===== src/rtl/temp_sample_scheduler.sv =====
// temp_sample_scheduler
// Sequences the DS18B20 driver: gates its enable for one conversion window,
// retries on timeout, re-arms on a fixed sample period and republishes each
// good reading as a one-cycle strobe for the BCD converter.
// Optional feature: define TEMP_ALARM_EN to build the over-temperature
// alarm with hysteresis; otherwise alarm is tied low.
//
// state | meaning
// IDLE  | sampling disabled (run=0)
// ARM   | start of a sample period, clears period and attempt counters
// WAIT  | sensor enabled, waiting for a reading or the attempt timeout
// RETRY | one cycle with sensor disabled between attempts
// DONE  | good reading captured, clears the timeout error
// GAP   | idle until the sample period has elapsed
module temp_sample_scheduler #(
    parameter int                CLK_FREQ   = 50_000_000,
    parameter int                SAMPLE_MS  = 1000,
    parameter int                TIMEOUT_MS = 1000,
    parameter int                MAX_RETRY  = 3,
    parameter int                DATA_W     = 21,
    parameter logic [DATA_W-1:0] ALARM_HI   = 21'd30000,
    parameter logic [DATA_W-1:0] ALARM_LO   = 21'd28000
) (
    input  logic              sys_clk,
    input  logic              sys_rst,
    input  logic              run,
    output logic              sensor_en,
    input  logic [DATA_W-1:0] sensor_data,
    input  logic              sensor_sign,
    input  logic              sensor_vld,
    output logic [DATA_W-1:0] temp_data,
    output logic              temp_sign,
    output logic              temp_vld,
    output logic              busy,
    output logic              err_timeout,
    output logic [15:0]       sample_cnt,
    output logic              alarm
);

    localparam int MS_CYC     = CLK_FREQ / 1000;
    localparam int PERIOD_CYC = SAMPLE_MS * MS_CYC;
    localparam int TMO_CYC    = TIMEOUT_MS * MS_CYC;
    localparam int PER_W      = (PERIOD_CYC > 1) ? $clog2(PERIOD_CYC) : 1;
    localparam int TMO_W      = (TMO_CYC > 1) ? $clog2(TMO_CYC) : 1;

    localparam logic [PER_W-1:0] PER_LAST = PER_W'(PERIOD_CYC - 1);
    localparam logic [TMO_W-1:0] TMO_LAST = TMO_W'(TMO_CYC - 1);

    localparam logic [2:0] S_IDLE  = 3'd0;
    localparam logic [2:0] S_ARM   = 3'd1;
    localparam logic [2:0] S_WAIT  = 3'd2;
    localparam logic [2:0] S_RETRY = 3'd3;
    localparam logic [2:0] S_DONE  = 3'd4;
    localparam logic [2:0] S_GAP   = 3'd5;

    // Parameter sanity, evaluated at elaboration only
    if (MAX_RETRY < 1 || MAX_RETRY > 15) begin : g_bad_retry
        $error("MAX_RETRY must be in 1..15");
    end
    if (ALARM_LO >= ALARM_HI) begin : g_bad_alarm
        $error("ALARM_LO must be below ALARM_HI");
    end

    logic [2:0]       state;
    logic [2:0]       state_nxt;
    logic [PER_W-1:0] period_cnt;
    logic [TMO_W-1:0] tmo_cnt;
    logic [4:0]       attempt;
    logic [4:0]       attempt_nxt;
    logic             retry_ok;
    logic             good_sample;

    assign attempt_nxt = attempt + 5'd1;
    assign retry_ok    = (attempt_nxt <= 5'(MAX_RETRY));
    // A reading only counts while the sensor window is open and sampling is on
    assign good_sample = run && (state == S_WAIT) && sensor_vld;

    // Next-state decode; dropping run overrides every state
    always_comb begin
        state_nxt = state;
        if (!run) begin
            state_nxt = S_IDLE;
        end else begin
            case (state)
                S_IDLE:  state_nxt = S_ARM;
                S_ARM:   state_nxt = S_WAIT;
                S_WAIT: begin
                    if (sensor_vld) begin
                        state_nxt = S_DONE;
                    end else if (tmo_cnt == TMO_LAST) begin
                        state_nxt = S_RETRY;
                    end
                end
                S_RETRY: state_nxt = retry_ok ? S_WAIT : S_GAP;
                S_DONE:  state_nxt = S_GAP;
                S_GAP: begin
                    if (period_cnt >= PER_LAST) begin
                        state_nxt = S_ARM;
                    end
                end
                default: state_nxt = S_IDLE;
            endcase
        end
    end

    // State register plus registered enable/busy aligned with the new state
    always_ff @(posedge sys_clk or posedge sys_rst) begin
        if (sys_rst) begin
            state     <= S_IDLE;
            sensor_en <= 1'b0;
            busy      <= 1'b0;
        end else begin
            state     <= state_nxt;
            sensor_en <= (state_nxt == S_WAIT);
            busy      <= (state_nxt != S_IDLE);
        end
    end

    // Period counter: reads 0 in the ARM cycle and k cycles after it, saturating
    // at the last period cycle so an overrun re-arms as soon as GAP is reached
    always_ff @(posedge sys_clk or posedge sys_rst) begin
        if (sys_rst) begin
            period_cnt <= '0;
        end else if (state_nxt == S_ARM) begin
            period_cnt <= '0;
        end else if (state != S_IDLE && period_cnt != PER_LAST) begin
            period_cnt <= period_cnt + 1'b1;
        end
    end

    // Per-attempt timeout counter, restarts on every WAIT entry
    always_ff @(posedge sys_clk or posedge sys_rst) begin
        if (sys_rst) begin
            tmo_cnt <= '0;
        end else if (state != S_WAIT) begin
            tmo_cnt <= '0;
        end else begin
            tmo_cnt <= tmo_cnt + 1'b1;
        end
    end

    // Attempts already failed within the current sample period
    always_ff @(posedge sys_clk or posedge sys_rst) begin
        if (sys_rst) begin
            attempt <= '0;
        end else if (state == S_ARM) begin
            attempt <= '0;
        end else if (state == S_RETRY) begin
            attempt <= attempt_nxt;
        end
    end

    // Published reading, strobe, sample count and sticky timeout error
    always_ff @(posedge sys_clk or posedge sys_rst) begin
        if (sys_rst) begin
            temp_data   <= '0;
            temp_sign   <= 1'b0;
            temp_vld    <= 1'b0;
            sample_cnt  <= '0;
            err_timeout <= 1'b0;
        end else begin
            temp_vld <= 1'b0;
            if (good_sample) begin
                temp_data  <= sensor_data;
                temp_sign  <= sensor_sign;
                temp_vld   <= 1'b1;
                sample_cnt <= sample_cnt + 16'd1;
            end
            if (run && state == S_DONE) begin
                err_timeout <= 1'b0;
            end
            if (run && state == S_RETRY && !retry_ok) begin
                err_timeout <= 1'b1;
            end
        end
    end

`ifdef TEMP_ALARM_EN
    // Over-temperature flag with hysteresis, updated alongside temp_vld
    always_ff @(posedge sys_clk or posedge sys_rst) begin
        if (sys_rst) begin
            alarm <= 1'b0;
        end else if (good_sample) begin
            if (!sensor_sign && sensor_data >= ALARM_HI) begin
                alarm <= 1'b1;
            end else if (sensor_sign || sensor_data < ALARM_LO) begin
                alarm <= 1'b0;
            end
        end
    end
`else
    assign alarm = 1'b0;
`endif

endmodule


===== config.mk =====
export PLATFORM = sky130hd
export DESIGN_NAME = temp_sample_scheduler
export DESIGN_NICKNAME = d
export VERILOG_FILES = /design/src/rtl/temp_sample_scheduler.sv
export SDC_FILE = /design/constraint.sdc
export NUM_CORES = 1
export LEC_CHECK = 0
export BUFFER_PORTS_ARGS = -buffer_cell sky130_fd_sc_hd__buf_4
export CAP_MARGIN = 15
export CORE_UTILIZATION = 35
export DETAILED_ROUTE_END_ITERATION = 6
export HOLD_SLACK_MARGIN = 0.15
export PLACE_DENSITY_LB_ADDON = 0.1
export RECOVER_POWER = 25
export SLEW_MARGIN = 20
export SYNTH_ARGS = -nofsm -noshare
export SYNTH_HDL_FRONTEND = slang
export SYNTH_SLANG_ARGS = --single-unit

===== constraint.sdc =====
create_clock -name sys_clk -period 6.94 [get_ports sys_clk]
set_clock_uncertainty 0.1 [all_clocks]
set_input_delay 1.041 -clock sys_clk [delete_from_list [all_inputs] [get_ports sys_clk]]
set_output_delay 1.041 -clock sys_clk [all_outputs]
set_load 0.03 [all_outputs]

# Yosys cells after proc, flatten, opt, wreduce, memory -nomap -nowiden

Index checks and enable logic that the tools add are counted.
Widths: inputs -> output; s select.

Add/subtract/negate cells: 4
Order comparisons: 2
Equality and inequality tests: 10
Mux-type cells: 14
Reduce and logical (&&, ||, !) cells: 13

Operator list:

| cell                  | count |
|---|---|
| $mux 26               | 3 |
| $add 26x1->26 const B | 2 |
| $eq 26x26->1 const B  | 1 |
| $ge 26x26->1 const B  | 1 |
| $ne 26x26->1 const B  | 1 |
| $pmux 3 s6            | 1 |
| $add 16x1->16 const B | 1 |
| $mux 3                | 5 |
| $mux 5                | 2 |
| $eq 3x2->1 const B    | 3 |
| $eq 3x1->1 const B    | 2 |
| $eq 3x3->1 const B    | 2 |
| $logic_and 1x1->1     | 6 |
| $reduce_bool 2->1     | 3 |
| $reduce_bool 3->1     | 2 |
| $add 5x1->5 const B   | 1 |
| $le 5x2->1 const B    | 1 |
| $logic_not 3->1       | 1 |
| $mux 1                | 3 |
| $ne 3x2->1 const B    | 1 |
| $logic_not 1->1       | 1 |

Register bits: 102
Output and inout port bits: 43
Word-level logic and storage cells: 54

# Longest topological paths before layout

Depth in word-level cells: 7
Depth in mapped cells: 8
Depth with buffers taken out: 6

# Worst setup path after synthesis

OpenSTA, ideal clock, no wires.

Path kind: input -> register
From: input sensor_vld
To: register period_cnt[12]
Library setup time: 0.082 ns
Arrival time: 2.084 ns
Required time: 6.758 ns
Slack: 4.675 ns
Cell stages on the path: 6
Path buffers: 2
Cell sequence: inv_1 a21oi_1 or4b_1 buf_2 buf_2 a31oi_1

Longest elaborated chain between the ends: 5

RTL lines:

| element                                      | line | source |
|---|---|---|
| from (decl)                                  | 30   | `input logic sensor_vld,` |
| $mux 3 (*)                                   | 88   | `if (sensor_vld) begin` |
| $pmux 3 s6 (*)                               | 84   | `case (state)` |
| $mux 3 (*)                                   | 81   | `if (!run) begin` |
| $eq 3x1->1 (*)                               | 124  | `end else if (state_nxt == S_ARM) begin` |
| $mux 26 or $reduce_bool 2->1 (tied branches) | --   |  |
| to (signal assigned)                         | 127  | `period_cnt <= period_cnt + 1'b1;` |
| to (decl)                                    | 66   | `logic [PER_W-1:0] period_cnt;` |

Every way passes the cells marked *; elsewhere a longest branch is shown, timed or not.
A chain may end at the register's enable or synchronous reset.

# Worst setup path in the final report

From: input run
To: register sample_cnt[3]

Longest elaborated chain between the ends: 2

RTL lines:

| element                        | line | source |
|---|---|---|
| from (decl)                    | 26   | `input logic run,` |
| $logic_and 1x1->1 (2 in a row) | 76   | `assign good_sample = run && (state == S_WAIT) && sensor_vld;` |
| to (signal assigned)           | 167  | `sample_cnt <= sample_cnt + 16'd1;` |
| to (decl)                      | 36   | `output logic [15:0] sample_cnt,` |

No other way between the ends.

==> out/metrics.csv <==
metric;value;unit
run_status;finished with violations;
avgViaCountPerCell;5.10;
crit_buf_inv;3;
setup_viol;0;
cap_violations;1;
setup_tns;0;ns
ys_ff_latch;102;
vias;3961;
crit_chain;clkbuf_1 > and3_1 > nand2_1 > clkbuf_1 > clkinv_1 > nand4_1 > xnor2_1;
ctsResizeCount;0;
drc;0;
initial_core_util;36.3;%
synth_top_cell_by_area;dfrtp_1;
ant_nets;0;
drt-total-wl;11500;µm
syn_avg_cell_area;9.61;µm²
netlist_top_cells_count;nand2_1 (114), dfrtp_1 (102), nor2_1 (37), xnor2_1 (33), xor2_1 (22);
worst_ep_required_time;7.11;ns
synth_top_family_by_area;simple AND/OR/NAND/NOR gates;
syn_inst;531;
synth_warnings;0;
antenna_found_initial;0;
post-dp-hpwl;7710;µm
worst_path_max_delay_cell;clkinv_1;
finalCriticalPeriod;3.63;ns
synth_area_leaders;dfrtp_1 (50%), nand2_1 (8.4%), xnor2_1 (5.7%);
p_int;0.00109;W
drt_iter0_drc;258;
diodes;0;
slew_violations;45;
fmax;0.276;GHz
irDropWorstVdd;146;µV
synth_xor_area_share;9.44;%
die_area;0.0151;mm²
area_growth;17.8;%
power_density;281;mW/mm²
grt_usage;16.4;%
cts_sinks;102;
violations;max-capacitance violations, max-slew violations;
startpoint_type;input pin;
gp_congestion;0.796;
synthAdderAreaFrac;1.23;%
syn-cell-area;0.00510;mm²
rows;43;
synthDistinctLibCells;52;
fin_crit_sh;52.3;%
crit_fanout;26;
p_switching;0.000601;W
hold_class;register to register;
cts.path.max_buffers;2;
combPwrFrac;27.7;%
fp.coreArea;0.0140;mm²
nets;622;
htreeDepth;3;
rsz0062_at_grt;no;
synthSimpleGateAreaFrac;26.1;%
cts.reportedPaths.clkPinSlew;0.07;ns
grt_pass1_vias;3878;
ios;69;
finalPower;0.00169;W
cp.arrival;3.79;ns
cp-end-kind;register;
numPortBuffers;67;
clockRootBuffer;clkbuf_16;
leakage;2.64;nW
p_clk_share;28.1;%
firstDrtPassIters;5;
cpPeakStageDelay;0.97;ns
grt_max_degree;60;
cts_tree;done;
muxShareOfSynthArea;0.196;%
fp.dieH;123;µm
synth_compound_area_share;9.56;%
syn_nets;562;
crit_type;input pin to register;
ctsHoldBuffers;0;
p_seq_share;44.2;%
synth_top_area_share;50.0;%
crit_top_cell;clkbuf_1;
path_delay_family;buffers and inverters;
synth_ff_type;dfrtp_1;
post_cts_buffers;0;
clock_latency;0.34;ns
slew_headroom;-30.9;%
finalHoldViolations;0;
synth_sequential_area_ratio;50.0;%
grt_pass1_wl;19300;µm
async_flop_share;100;%
drive_gt1_share;16.1;%
synth_most_common_cell;nand2_1;
wl_per_cell;14.8;µm
fp.dieW;123;µm
p_sw_share;35.6;%
max_slew.worst_pin.slew;1.95;ns
grt_overflow;0;
synth-edff-count;0;
cts_buffers;9;
-- worst reg2reg max path: stages, from the launching register on --
cell and delay [ns]:
dfrtp_1 0.53, and3_1 0.26, nand2_1 0.07, clkbuf_1 0.83
clkinv_1 0.98, nand4_1 0.36, xnor2_1 0.15
-- per-stage QoR --
step                hold WS [ns]  std cells  cell area (µm²)  utilization, %  setup WS (ns)
finish                     0.374        776             6010            42.8           3.31
global route               0.400        776             6010            42.8           2.89
CTS                        0.381        776             6010            42.8           3.88
detailed placement         0.363        760             5740            40.8           3.86
global placement           0.361        760             5740            40.8           3.91
floorplan                  0.348        531             5100               -           3.12
-- routing by layer --
metal	track usage, %	wire (µm)	share of wire [%]	vias to the layer above
met5	0	0	0	-
met4	3.89	62	0.54	0
met3	4.60	361	3.1	5
met2	26.6	5640	49	59
met1	21.5	5450	47	1919
li1	-	-	-	1978
-- layout make-up --
class	instances	area, µm²
clock buffers	10	229
clock inverters	6	46.3
fillers	1385	8030
inverters	14	53.8
multi-input cells	394	2390
flip-flops and latches	102	2550
well taps	180	225
repair buffers	70	518
-- flip-flops by register name, indices dropped and copies added, names as in the netlist --
name	flops
temp_sign	1
busy	1
err_timeout	1
temp_vld	1
sensor_en	1
temp_data	21
state	3
sample_cnt	16
tmo_cnt	26
period_cnt	26
attempt	5
-- placed cells by master, fill, tap and decap left out, types with 2 or more instances in the layout --
master	instances
clkbuf_16	9
clkinv_4	2
o211ai_1	2
or3_1	10
buf_4	67
and4_1	9
a32oi_1	8
a31o_2	3
and2_1	6
nand3_1	19
a21o_1	2
clkbuf_1	3
a21oi_1	7
nand4_1	17
or4_1	2
o31ai_1	2
nor4_4	2
xnor2_1	33
clkinvlp_4	2
dfrtp_1	102
nand2b_1	5
nor2_1	37
a211oi_1	6
nor2b_1	3
xor2_1	22
nor4_2	2
or4b_1	2
nor3_1	12
o21ai_0	12
nand2_1	114
and3_1	9
inv_1	12
nor4_1	5
nand3b_1	3
ha_1	5
a31oi_1	20
-- logic make-up after synthesis --
group / count (synthesis)
AO/OA/AOI/OAI: 69
XOR/XNOR: 55
adder cells (fa/ha/maj): 5
buffers and inverters: 35
flip-flops: 102
multiplexers: 1
other: 1
AND/OR/NAND/NOR: 263
-- final timing paths --
check	startpoint	endpoint	slack, ns	cells after the start
worst max-delay path	run	sample_cnt[3]	3.31	7
worst min-delay path	sample_cnt[15]	sample_cnt[15]	0.37	1
worst max register to register	state[1]	sample_cnt[3]	3.58	6
worst min register to register	sample_cnt[15]	sample_cnt[15]	0.37	1
max in group asynchronous	sys_rst	sample_cnt[5]	4.14	3
min in group asynchronous	sys_rst	temp_data[0]	1.09	2
-- power groups by stage --
stage,Combinational [W],Sequential (W),Clock (W)
2_1_floorplan,0.000172,0.000882,0
3_5_place_dp,0.000476,0.000760,0
6_report,0.000468,0.000747,0.000474
4_1_cts,0.000477,0.000749,0.000497
3_3_place_gp,0.000470,0.000757,0
5_1_grt,0.000511,0.000762,0.000517
Note: power is estimated with default switching activity, not from simulation.
